### src/rtl/if_id_pipe_if.sv
// IF->ID handshake bundle: the fetch side (if_*) and the decode side (id_*) of the pipeline stage.
// master drives fetch data and decode-ready; slave is the stage itself.
interface if_id_pipe_if #(
    parameter int ADDR_W = 32,
    parameter int INST_W = 32
);
    logic              if_valid;
    logic              if_ready;
    logic [ADDR_W-1:0] if_pc;
    logic [INST_W-1:0] if_inst;
    logic              if_err;

    logic              id_valid;
    logic              id_ready;
    logic [ADDR_W-1:0] id_pc;
    logic [INST_W-1:0] id_inst;
    logic              id_err;

    modport master (
        output if_valid, if_pc, if_inst, if_err, id_ready,
        input  if_ready, id_valid, id_pc, id_inst, id_err
    );

    modport slave (
        input  if_valid, if_pc, if_inst, if_err, id_ready,
        output if_ready, id_valid, id_pc, id_inst, id_err
    );
endinterface

### src/rtl/if_id_pipe.sv
// IF->ID stage: DEPTH-entry in-order buffer, 1-cycle push-to-head latency, no fall-through.
// if_ready depends only on occupancy; ID stalls hold the head; flush empties the buffer on the next edge.
module if_id_pipe #(
    parameter int                ADDR_W   = 32,
    parameter int                INST_W   = 32,
    parameter int                DEPTH    = 2,
    parameter logic [INST_W-1:0] NOP_INST = '0
) (
    input  logic                       clk,
    input  logic                       rst,
    if_id_pipe_if.slave                bus,
    input  logic                       flush,
    output logic [$clog2(DEPTH+1)-1:0] level
);
    localparam int PTR_W = (DEPTH > 1) ? $clog2(DEPTH) : 1;
    localparam int CNT_W = $clog2(DEPTH + 1);
    localparam logic [PTR_W-1:0] LAST_PTR = PTR_W'(DEPTH - 1);
    localparam logic [CNT_W-1:0] FULL_CNT = CNT_W'(DEPTH);

    logic [ADDR_W-1:0] r_pc_mem   [DEPTH];
    logic [INST_W-1:0] r_inst_mem [DEPTH];
    logic              r_err_mem  [DEPTH];

    logic [PTR_W-1:0]  r_rd_ptr;
    logic [PTR_W-1:0]  r_wr_ptr;
    logic [CNT_W-1:0]  r_count;

    logic              w_if_ready;
    logic              w_id_valid;
    logic              w_push;
    logic              w_pop;

    assign w_if_ready = (r_count != FULL_CNT);
    assign w_id_valid = (r_count != '0);
    assign w_push     = bus.if_valid && w_if_ready && !flush;
    assign w_pop      = w_id_valid && bus.id_ready && !flush;

    always_ff @(posedge clk or negedge rst) begin
        if (!rst) begin
            r_rd_ptr <= '0;
            r_wr_ptr <= '0;
            r_count  <= '0;
        end else if (flush) begin
            r_rd_ptr <= '0;
            r_wr_ptr <= '0;
            r_count  <= '0;
        end else begin
            if (w_push) begin
                r_wr_ptr <= (r_wr_ptr == LAST_PTR) ? '0 : r_wr_ptr + 1'b1;
            end
            if (w_pop) begin
                r_rd_ptr <= (r_rd_ptr == LAST_PTR) ? '0 : r_rd_ptr + 1'b1;
            end
            if (w_push && !w_pop) begin
                r_count <= r_count + 1'b1;
            end else if (w_pop && !w_push) begin
                r_count <= r_count - 1'b1;
            end
        end
    end

    // Payload storage is not reset; occupancy alone decides what is visible.
    always_ff @(posedge clk) begin
        if (w_push) begin
            r_pc_mem[r_wr_ptr]   <= bus.if_pc;
            r_inst_mem[r_wr_ptr] <= bus.if_inst;
            r_err_mem[r_wr_ptr]  <= bus.if_err;
        end
    end

    assign bus.if_ready = w_if_ready;
    assign bus.id_valid = w_id_valid;
    assign bus.id_pc    = w_id_valid ? r_pc_mem[r_rd_ptr]   : '0;
    assign bus.id_inst  = w_id_valid ? r_inst_mem[r_rd_ptr] : NOP_INST;
    assign bus.id_err   = w_id_valid ? r_err_mem[r_rd_ptr]  : 1'b0;
    assign level        = r_count;
endmodule

### src/flat_wrapper.sv
// flat-port wrapper written by rule: the top's interface ports become plain ports
module if_id_pipe_flat 
#(
    parameter int                ADDR_W   = 32,
    parameter int                INST_W   = 32,
    parameter int                DEPTH    = 2,
    parameter logic [INST_W-1:0] NOP_INST = '0
)
  (clk, rst, flush, level, bus_if_valid, bus_if_pc, bus_if_inst, bus_if_err, bus_id_ready, bus_if_ready, bus_id_valid, bus_id_pc, bus_id_inst, bus_id_err);
  if_id_pipe_if #(.ADDR_W(ADDR_W), .INST_W(INST_W)) bus_i ();
  input  logic clk;
  input  logic rst;
  input  logic flush;
  output logic [$clog2(DEPTH+1)-1:0] level;
  input wire logic [$bits(bus_i.if_valid)-1:0] bus_if_valid;
  input wire logic [$bits(bus_i.if_pc)-1:0] bus_if_pc;
  input wire logic [$bits(bus_i.if_inst)-1:0] bus_if_inst;
  input wire logic [$bits(bus_i.if_err)-1:0] bus_if_err;
  input wire logic [$bits(bus_i.id_ready)-1:0] bus_id_ready;
  output wire logic [$bits(bus_i.if_ready)-1:0] bus_if_ready;
  output wire logic [$bits(bus_i.id_valid)-1:0] bus_id_valid;
  output wire logic [$bits(bus_i.id_pc)-1:0] bus_id_pc;
  output wire logic [$bits(bus_i.id_inst)-1:0] bus_id_inst;
  output wire logic [$bits(bus_i.id_err)-1:0] bus_id_err;
  assign bus_i.if_valid = bus_if_valid;
  assign bus_i.if_pc = bus_if_pc;
  assign bus_i.if_inst = bus_if_inst;
  assign bus_i.if_err = bus_if_err;
  assign bus_i.id_ready = bus_id_ready;
  assign bus_if_ready = bus_i.if_ready;
  assign bus_id_valid = bus_i.id_valid;
  assign bus_id_pc = bus_i.id_pc;
  assign bus_id_inst = bus_i.id_inst;
  assign bus_id_err = bus_i.id_err;
  if_id_pipe #(.ADDR_W(ADDR_W), .INST_W(INST_W), .DEPTH(DEPTH), .NOP_INST(NOP_INST)) u_core (.clk(clk), .rst(rst), .bus(bus_i), .flush(flush), .level(level));
endmodule
### config.mk
export PLATFORM = sky130hd
export DESIGN_NAME = if_id_pipe_flat
export DESIGN_NICKNAME = d
export VERILOG_FILES = /design/src/rtl/if_id_pipe_if.sv /design/src/rtl/if_id_pipe.sv /design/src/flat_wrapper.sv
export SDC_FILE = /design/constraint.sdc
export NUM_CORES = 1
export LEC_CHECK = 0
export BUFFER_PORTS_ARGS = -buffer_cell sky130_fd_sc_hd__buf_2
export CORE_MARGIN = 5
export CORE_UTILIZATION = 47
export DETAILED_ROUTE_END_ITERATION = 10
export PLACE_DENSITY = 0.73
export RECOVER_POWER = 50
export SYNTH_ARGS = -nofsm -noshare
export SYNTH_HDL_FRONTEND = slang
export SYNTH_SLANG_ARGS = --single-unit
### constraint.sdc
create_clock -name clk -period 13.45 [get_ports clk]
set_clock_uncertainty 0.1 [all_clocks]
set_input_delay 3.3625 -clock clk [delete_from_list [all_inputs] [get_ports clk]]
set_output_delay 3.3625 -clock clk [all_outputs]
set_load 0.01 [all_outputs]
==> results of run 1 <==
through the flow:
step                      cell area (sq um)  worst slack (ns)  hold slack [ns]  std cells   util
final                                  6460              7.60            0.500        602  0.598
after global routing                   6460              7.43            0.569        602  0.598
after CTS                              6510              7.55            0.517        602  0.603
after detailed placement               5960              8.11            0.511        570  0.552
after global placement                 5960              8.19            0.465        570  0.552
after floorplan                        5140              4.61            0.429        302      -
cell usage after synthesis (2+ instances only):
| cell | number | share of area |
|---|---|---|
| dfrtp_1 | 4 | 0.019 |
| buf_2 | 6 | 0.0058 |
| buf_4 | 2 | 0.0029 |
| inv_2 | 2 | 0.0015 |
| buf_6 | 5 | 0.011 |
| edfxtp_1 | 130 | 0.76 |
| clkbuf_1 | 2 | 0.0015 |
| a21oi_1 | 4 | 0.0039 |
| mux2i_1 | 66 | 0.13 |
| o21ai_0 | 2 | 0.0019 |
| nor2_1 | 67 | 0.049 |
| nor3b_1 | 2 | 0.0029 |
worst min path at each step:
stage / end / slack, ns
CTS: u_core.r_wr_ptr / 0.52
detailed placement: u_core.r_wr_ptr / 0.51
global route: u_core.r_wr_ptr / 0.57
finish: u_core.r_wr_ptr / 0.50
floorplan: u_core.r_wr_ptr / 0.43
global placement: u_core.r_wr_ptr / 0.46
state kept, by name, summed over array words and instances, names as in the netlist:
register           count
u_core.r_inst_mem     64
u_core.level           2
u_core.r_err_mem       2
u_core.r_rd_ptr        1
u_core.r_wr_ptr        1
u_core.r_pc_mem       64
logic make-up (layout without fill, tap and decap cells):
logic type | count (synthesis) | in the layout | synth area share
DFF | 134 | 134 | 0.779
and+or+nand+nor | 75 | 75 | 0.0591
muxes | 66 | 66 | 0.128
buffers and inverters | 18 | 178 | 0.0234
AOI/OAI and AO/OA | 8 | 8 | 0.00876
xor gates and xnor gates | 1 | 1 | 0.00170
layer usage:
metal  wire, um  part of all wire  up-vias
met3        736             0.077       12
met1       3860              0.40     1380
met5          7           0.00073        -
met2       4800              0.50      101
li1           -                 -     1419
met4        125             0.013        2
worst max-delay path, stage by stage, from the launching register on:
cell     delay, ns
dfrtp_1       0.47
nor2_4        0.58
buf_4         0.49
nor2_1        0.13
buf_2         0.16
cell type report:
class | instances | area, sq um
clock buffers | 18 | 418
clock inverters | 14 | 136
fillers | 866 | 4340
inverters | 3 | 11.3
multi-input cells | 150 | 1030
flip-flops and latches | 134 | 4010
well taps | 140 | 175
repair buffers | 143 | 678
cells in the final DEF (no fill, tap or decap), types with 2 or more instances in the layout:
cell,n
buf_2,101
o21ai_0,2
buf_4,4
clkinvlp_4,5
edfxtp_1,130
mux2i_1,66
clkinv_1,3
dfrtp_1,3
clkbuf_1,39
clkinv_4,2
clkbuf_16,16
a21oi_1,4
nor2_1,66
inv_1,2
bufinv_16,2
clkinv_2,2
where the power goes:
part / switching [mW] / internal [mW]
sequential: 0.0131 / 0.476
clock: 0.160 / 0.261
combinational: 0.0448 / 0.0357
total: 0.218 / 0.772
==> flow_metrics.py, run 1 <==
metrics = {
    "setup_path": {
        "cp_max_fo": 39,
        "crit_arrival_ns": 2.39,
        "regToRegEndpoint": "u_core.r_pc_mem[0][9]",
        "start_kind": "flop",
        "crit_path_end_kind": "primary output",
        "ff2ff_setup_slack_ns": 10.54,
        "crit_type": "reg2out",
        "crit_path_start": "u_core.level[1]",
        "crit_required_ns": 9.99,
        "r2r_start": "u_core.level[1]",
        "endpoint": "bus_id_inst[1]",
        "r2r_cells": 5,
    },
    "drt": {
        "route.detailed.drc": 0,
        "vias": 2914,
        "drt-vias-per-instance": 4.84,
        "wl_mm": 9.53,
        "wl_per_cell_um": 15.8,
        "drt_first_pass_iters": 6,
        "postRouteAntennaNets": 0,
        "drtIter0Drc": 108,
    },
    "sta": {
        "timing.final.crit_share": 0.435,
        "slew_violations": 34,
        "tns_ns": 0,
        "finalHoldViolCount": 0,
        "rsz0062_at_grt": "false",
        "relSlewSlack": -0.175,
        "tightest_slew_ns": 1.76,
        "min_period_ns": 5.85,
        "fmax_ghz": 0.171,
        "setup_viol": 0,
    },
    "grt": {
        "busiest_layer": "met2",
        "grt_max_degree": 67,
        "grt_overflow": 0,
        "grt_pass1_wl_mm": 15.1,
        "grt_antenna_before_repair": 1,
        "grt_pass1_vias": 3179,
        "met3_usage": 0.0640,
        "use_met1": 0.176,
        "grtUsageTotal": 0.153,
        "use_met2": 0.253,
    },
    "job": {
        "drv_cap": 1,
    },
    "synth": {
        "syn_area_per_cell_sq_um": 17.0,
        "synth_edf_count": 130,
        "syn-cell-area_sq_um": 5140,
        "synth.yosys.seq_area_share": 0.779,
        "synth_nets": 372,
        "synthArstFlopShare": 0.0299,
        "ys_ff_latch": 134,
        "synth_cell_types": 22,
        "syn_inst": 302,
        "yosys_warnings": 0,
        "ys.flop_type": "edfxtp_1",
    },
    "die": {
        "std_cell_rows": 38,
        "io_pins": 139,
        "die_x_um": 115,
        "die_height_um": 115,
        "core_area_sq_um": 10800,
        "start_util": 0.476,
        "die-area_sq_um": 13100,
    },
    "clock_tree": {
        "clk_latency_ns": 0.50,
        "cts_tree": "done",
        "htreeDepth": 4,
        "cts_resized": 0,
        "clock-sinks": 134,
        "postCtsSetupBuffers": 0,
        "clock_path_buffers": 2,
        "root_buffer": "clkbuf_8",
        "path_clk_slew_ns": 0.06,
        "numCtsBuffers": 17,
        "cts_hold_buf": 0,
    },
    "hold_path": {
        "hp-class": "reg2reg",
        "whs_path_depth": 2,
        "hold_start": "u_core.r_wr_ptr",
    },
    "placement": {
        "numPortBuffers": 138,
        "dp_hpwl_mm": 6.20,
        "place_congestion": 0.735,
    },
    "outcome": {
        "violations": "max-capacitance violations, max-slew violations",
        "status": "finished with violations",
    },
    "power": {
        "leakagePower_nw": 2.38,
        "p_per_area_nw_per_um2": 153,
        "ir_drop_uv": 83.2,
        "power_mw": 0.990,
    },
    "final_layout": {
        "nets": 519,
        "diodes": 0,
        "drive_gt1_frac": 0.299,
        "syn2layout_area_growth_pct": 25.6,
    },
}
(Power assumes the default switching activity.)
==> inputs of run 2 (changes only) <==
--- a/config.mk
+++ b/config.mk
@@ -9,7 +9,7 @@
 export CORE_MARGIN = 5
 export CORE_UTILIZATION = 47
 export DETAILED_ROUTE_END_ITERATION = 10
-export PLACE_DENSITY = 0.73
+export PLACE_DENSITY = 0.76
 export RECOVER_POWER = 50
 export SYNTH_ARGS = -nofsm -noshare
 export SYNTH_HDL_FRONTEND = slang
==> constraint.sdc (replaced) <==
create_clock -name clk -period 4.8 [get_ports clk]
set_clock_uncertainty 0.1 [all_clocks]
set_input_delay 1.2 -clock clk [delete_from_list [all_inputs] [get_ports clk]]
set_output_delay 1.2 -clock clk [all_outputs]
set_load 0.01 [all_outputs]
==> run 2 against run 1 <==
  * The flow still finishes with violations (max-capacitance violations, max-slew violations)
  * Sequential share of layout area decreased by 0.24 points
  * Routed wire length rose by 0.39%
  * Sequential cell count unchanged
  * Global-route usage is 0.29 points lower
  * Clock power grew to 3.0 times the previous value
  * Final cell count did not move
  * Utilization increased by 0.23 points
  * Sequential power increased to 2.8 times the previous value
  * Largest cell class unchanged
  * Highest routed layer is now met4
==> flow_metrics.py, run 2 (same netlist as run 1, synthesis figures left out) <==
metrics = {
    "sta": {
        "slew_violations": 60,
        "min_period_ns": 3.63,
        "setup_viol": 0,
        "relSlewSlack": -0.119,
        "rsz0062_at_grt": "false",
        "tightest_slew_ns": 1.68,
        "holdWs_ns": 0.434,
        "finalHoldViolCount": 0,
        "tns_ns": 0,
        "timing.final.crit_share": 0.755,
        "fmax_ghz": 0.276,
    },
    "final_layout": {
        "multiInputGateArea_sq_um": 1040,
        "post-route-util": 0.601,
        "nFillCells": 837,
        "fin_cells": 602,
        "syn2layout_area_growth_pct": 26.1,
        "final_common_cell": "edfxtp_1",
        "regArea_sq_um": 4010,
        "final_cell_mix": "130 x edfxtp_1, 99 x buf_2, 66 x mux2i_1, 66 x nor2_1, 43 x clkbuf_1",
        "nets": 519,
        "diodes": 0,
        "drive_gt1_frac": 0.297,
        "largest_registers": "u_core.r_inst_mem (64), u_core.r_pc_mem (64)",
    },
    "die": {
        "core_area_sq_um": 10800,
        "die-area_sq_um": 13100,
        "std_cell_rows": 38,
        "die_x_um": 115,
        "die_height_um": 115,
        "start_util": 0.476,
        "io_pins": 139,
    },
    "clock_tree": {
        "htreeDepth": 4,
        "clk_latency_ns": 0.50,
        "root_buffer": "clkbuf_8",
        "numCtsBuffers": 17,
        "postCtsSetupBuffers": 0,
        "clock_path_buffers": 2,
        "cts_resized": 0,
        "cts_tree": "done",
        "clock-sinks": 134,
        "cts_hold_buf": 0,
        "path_clk_slew_ns": 0.06,
    },
    "setup_path": {
        "crit_path_end_kind": "primary output",
        "worst_path_max_delay_cell": "nor2_4",
        "ff2ff_setup_slack_ns": 1.95,
        "r2r_start": "u_core.level[1]",
        "crit_type": "reg2out",
        "crit_arrival_ns": 2.33,
        "max_stage_delay_ns": 0.54,
        "crit_required_ns": 3.50,
        "start_kind": "flop",
        "cp_max_fo": 40,
        "r2r_cells": 5,
        "regToRegEndpoint": "u_core.r_inst_mem[0][18]",
        "path_cells": "nor2_4 > buf_4 > nor2_1 > buf_2",
    },
    "grt": {
        "grt_antenna_before_repair": 0,
        "grt_max_degree": 67,
        "grt_pass1_vias": 3083,
        "grt_pass1_wl_mm": 14.8,
        "grt_overflow": 0,
        "grtUsageTotal": 0.150,
    },
    "outcome": {
        "status": "finished with violations",
        "violations": "max-capacitance violations, max-slew violations",
    },
    "power": {
        "intPower_mw": 2.22,
        "power_frac_comb": 0.079,
        "p_per_area_nw_per_um2": 438,
        "power_mw": 2.84,
        "power.switching_mw": 0.621,
        "sw_frac_of_total": 0.219,
        "ir_drop_uv": 240,
        "clkPwrFrac": 0.438,
        "p_seq_frac": 0.482,
        "leakagePower_nw": 2.39,
    },
    "drt": {
        "vias": 2938,
        "postRouteAntennaNets": 0,
        "drt_first_pass_iters": 4,
        "drt-vias-per-instance": 4.88,
        "route.detailed.drc": 0,
        "wl_mm": 9.57,
        "wl_per_cell_um": 15.9,
        "drtIter0Drc": 148,
    },
    "placement": {
        "dp_hpwl_mm": 6.12,
        "dpl.cell_count": 570,
        "numPortBuffers": 138,
        "place_congestion": 0.776,
    },
    "hold_path": {
        "hp-class": "in2async",
    },
    "job": {
        "drv_cap": 2,
    },
}
==> run 2: changes by cell type in the layout (fill, tap and decap cells not counted), sizes merged <==
cell | before | now
clkinvlp | 5 | 4
inv | 3 | 2
bufinv | 2 | 3
buf | 105 | 102
clkbuf | 56 | 60
==> run 2: critical path, delay by kind of cell (launching register included) <==
family        cells  cell delay, ns
flops             1            0.46
simple gates      2            0.68
buf+inv           2            0.65
==> run 2: power groups by stage <==
stage / registers, mW / clock network (mW) / logic, mW
after floorplan: 1.37 / 0 / 0.156
after global placement: 1.39 / 0 / 0.232
after detailed placement: 1.39 / 0 / 0.237
after CTS: 1.37 / 1.27 / 0.238
after global routing: 1.38 / 1.33 / 0.250
final: 1.37 / 1.25 / 0.225
==> run 2: final cells by class <==
type | instances | area share
clock buffers | 19 | 0.0650
clock inverters | 13 | 0.0243
inverters | 3 | 0.00174
multi-input cells | 150 | 0.160
flip-flops and latches | 134 | 0.618
well taps | 140 | 0.0270
repair buffers | 143 | 0.104
==> run 2: how the worst max path moves through the flow <==
| stage | endpoint | depth (start not counted) | slack (ns) | from |
|---|---|---|---|---|
| floorplan | u_core.r_err_mem[1] | 2 | 0.38 | bus_if_valid |
| global placement | bus_id_inst[0] | 4 | 1.66 | u_core.level[1] |
| detailed placement | bus_id_inst[0] | 4 | 1.64 | u_core.level[1] |
| CTS | bus_id_inst[0] | 4 | 1.09 | u_core.level[1] |
| global route | bus_id_inst[0] | 4 | 0.97 | u_core.level[0] |
| finish | bus_id_inst[0] | 4 | 1.17 | u_core.level[1] |
==> run 2: through the flow <==
| step | setup slack [ns] | area [sq um] |
|---|---|---|
| detailed placement | 1.64 | 5970 |
| global placement | 1.66 | 5970 |
| floorplan | 0.381 | 5150 |
| global route | 0.972 | 6480 |
| finish | 1.17 | 6480 |
| CTS | 1.09 | 6550 |
==> run 2: per-layer routing <==
layer	global-route usage	up-vias	wire length [um]
met5	0	-	0
met4	0.0665	0	147
met3	0.0523	15	774
met2	0.250	108	4840
met1	0.175	1404	3800
li1	-	1411	-
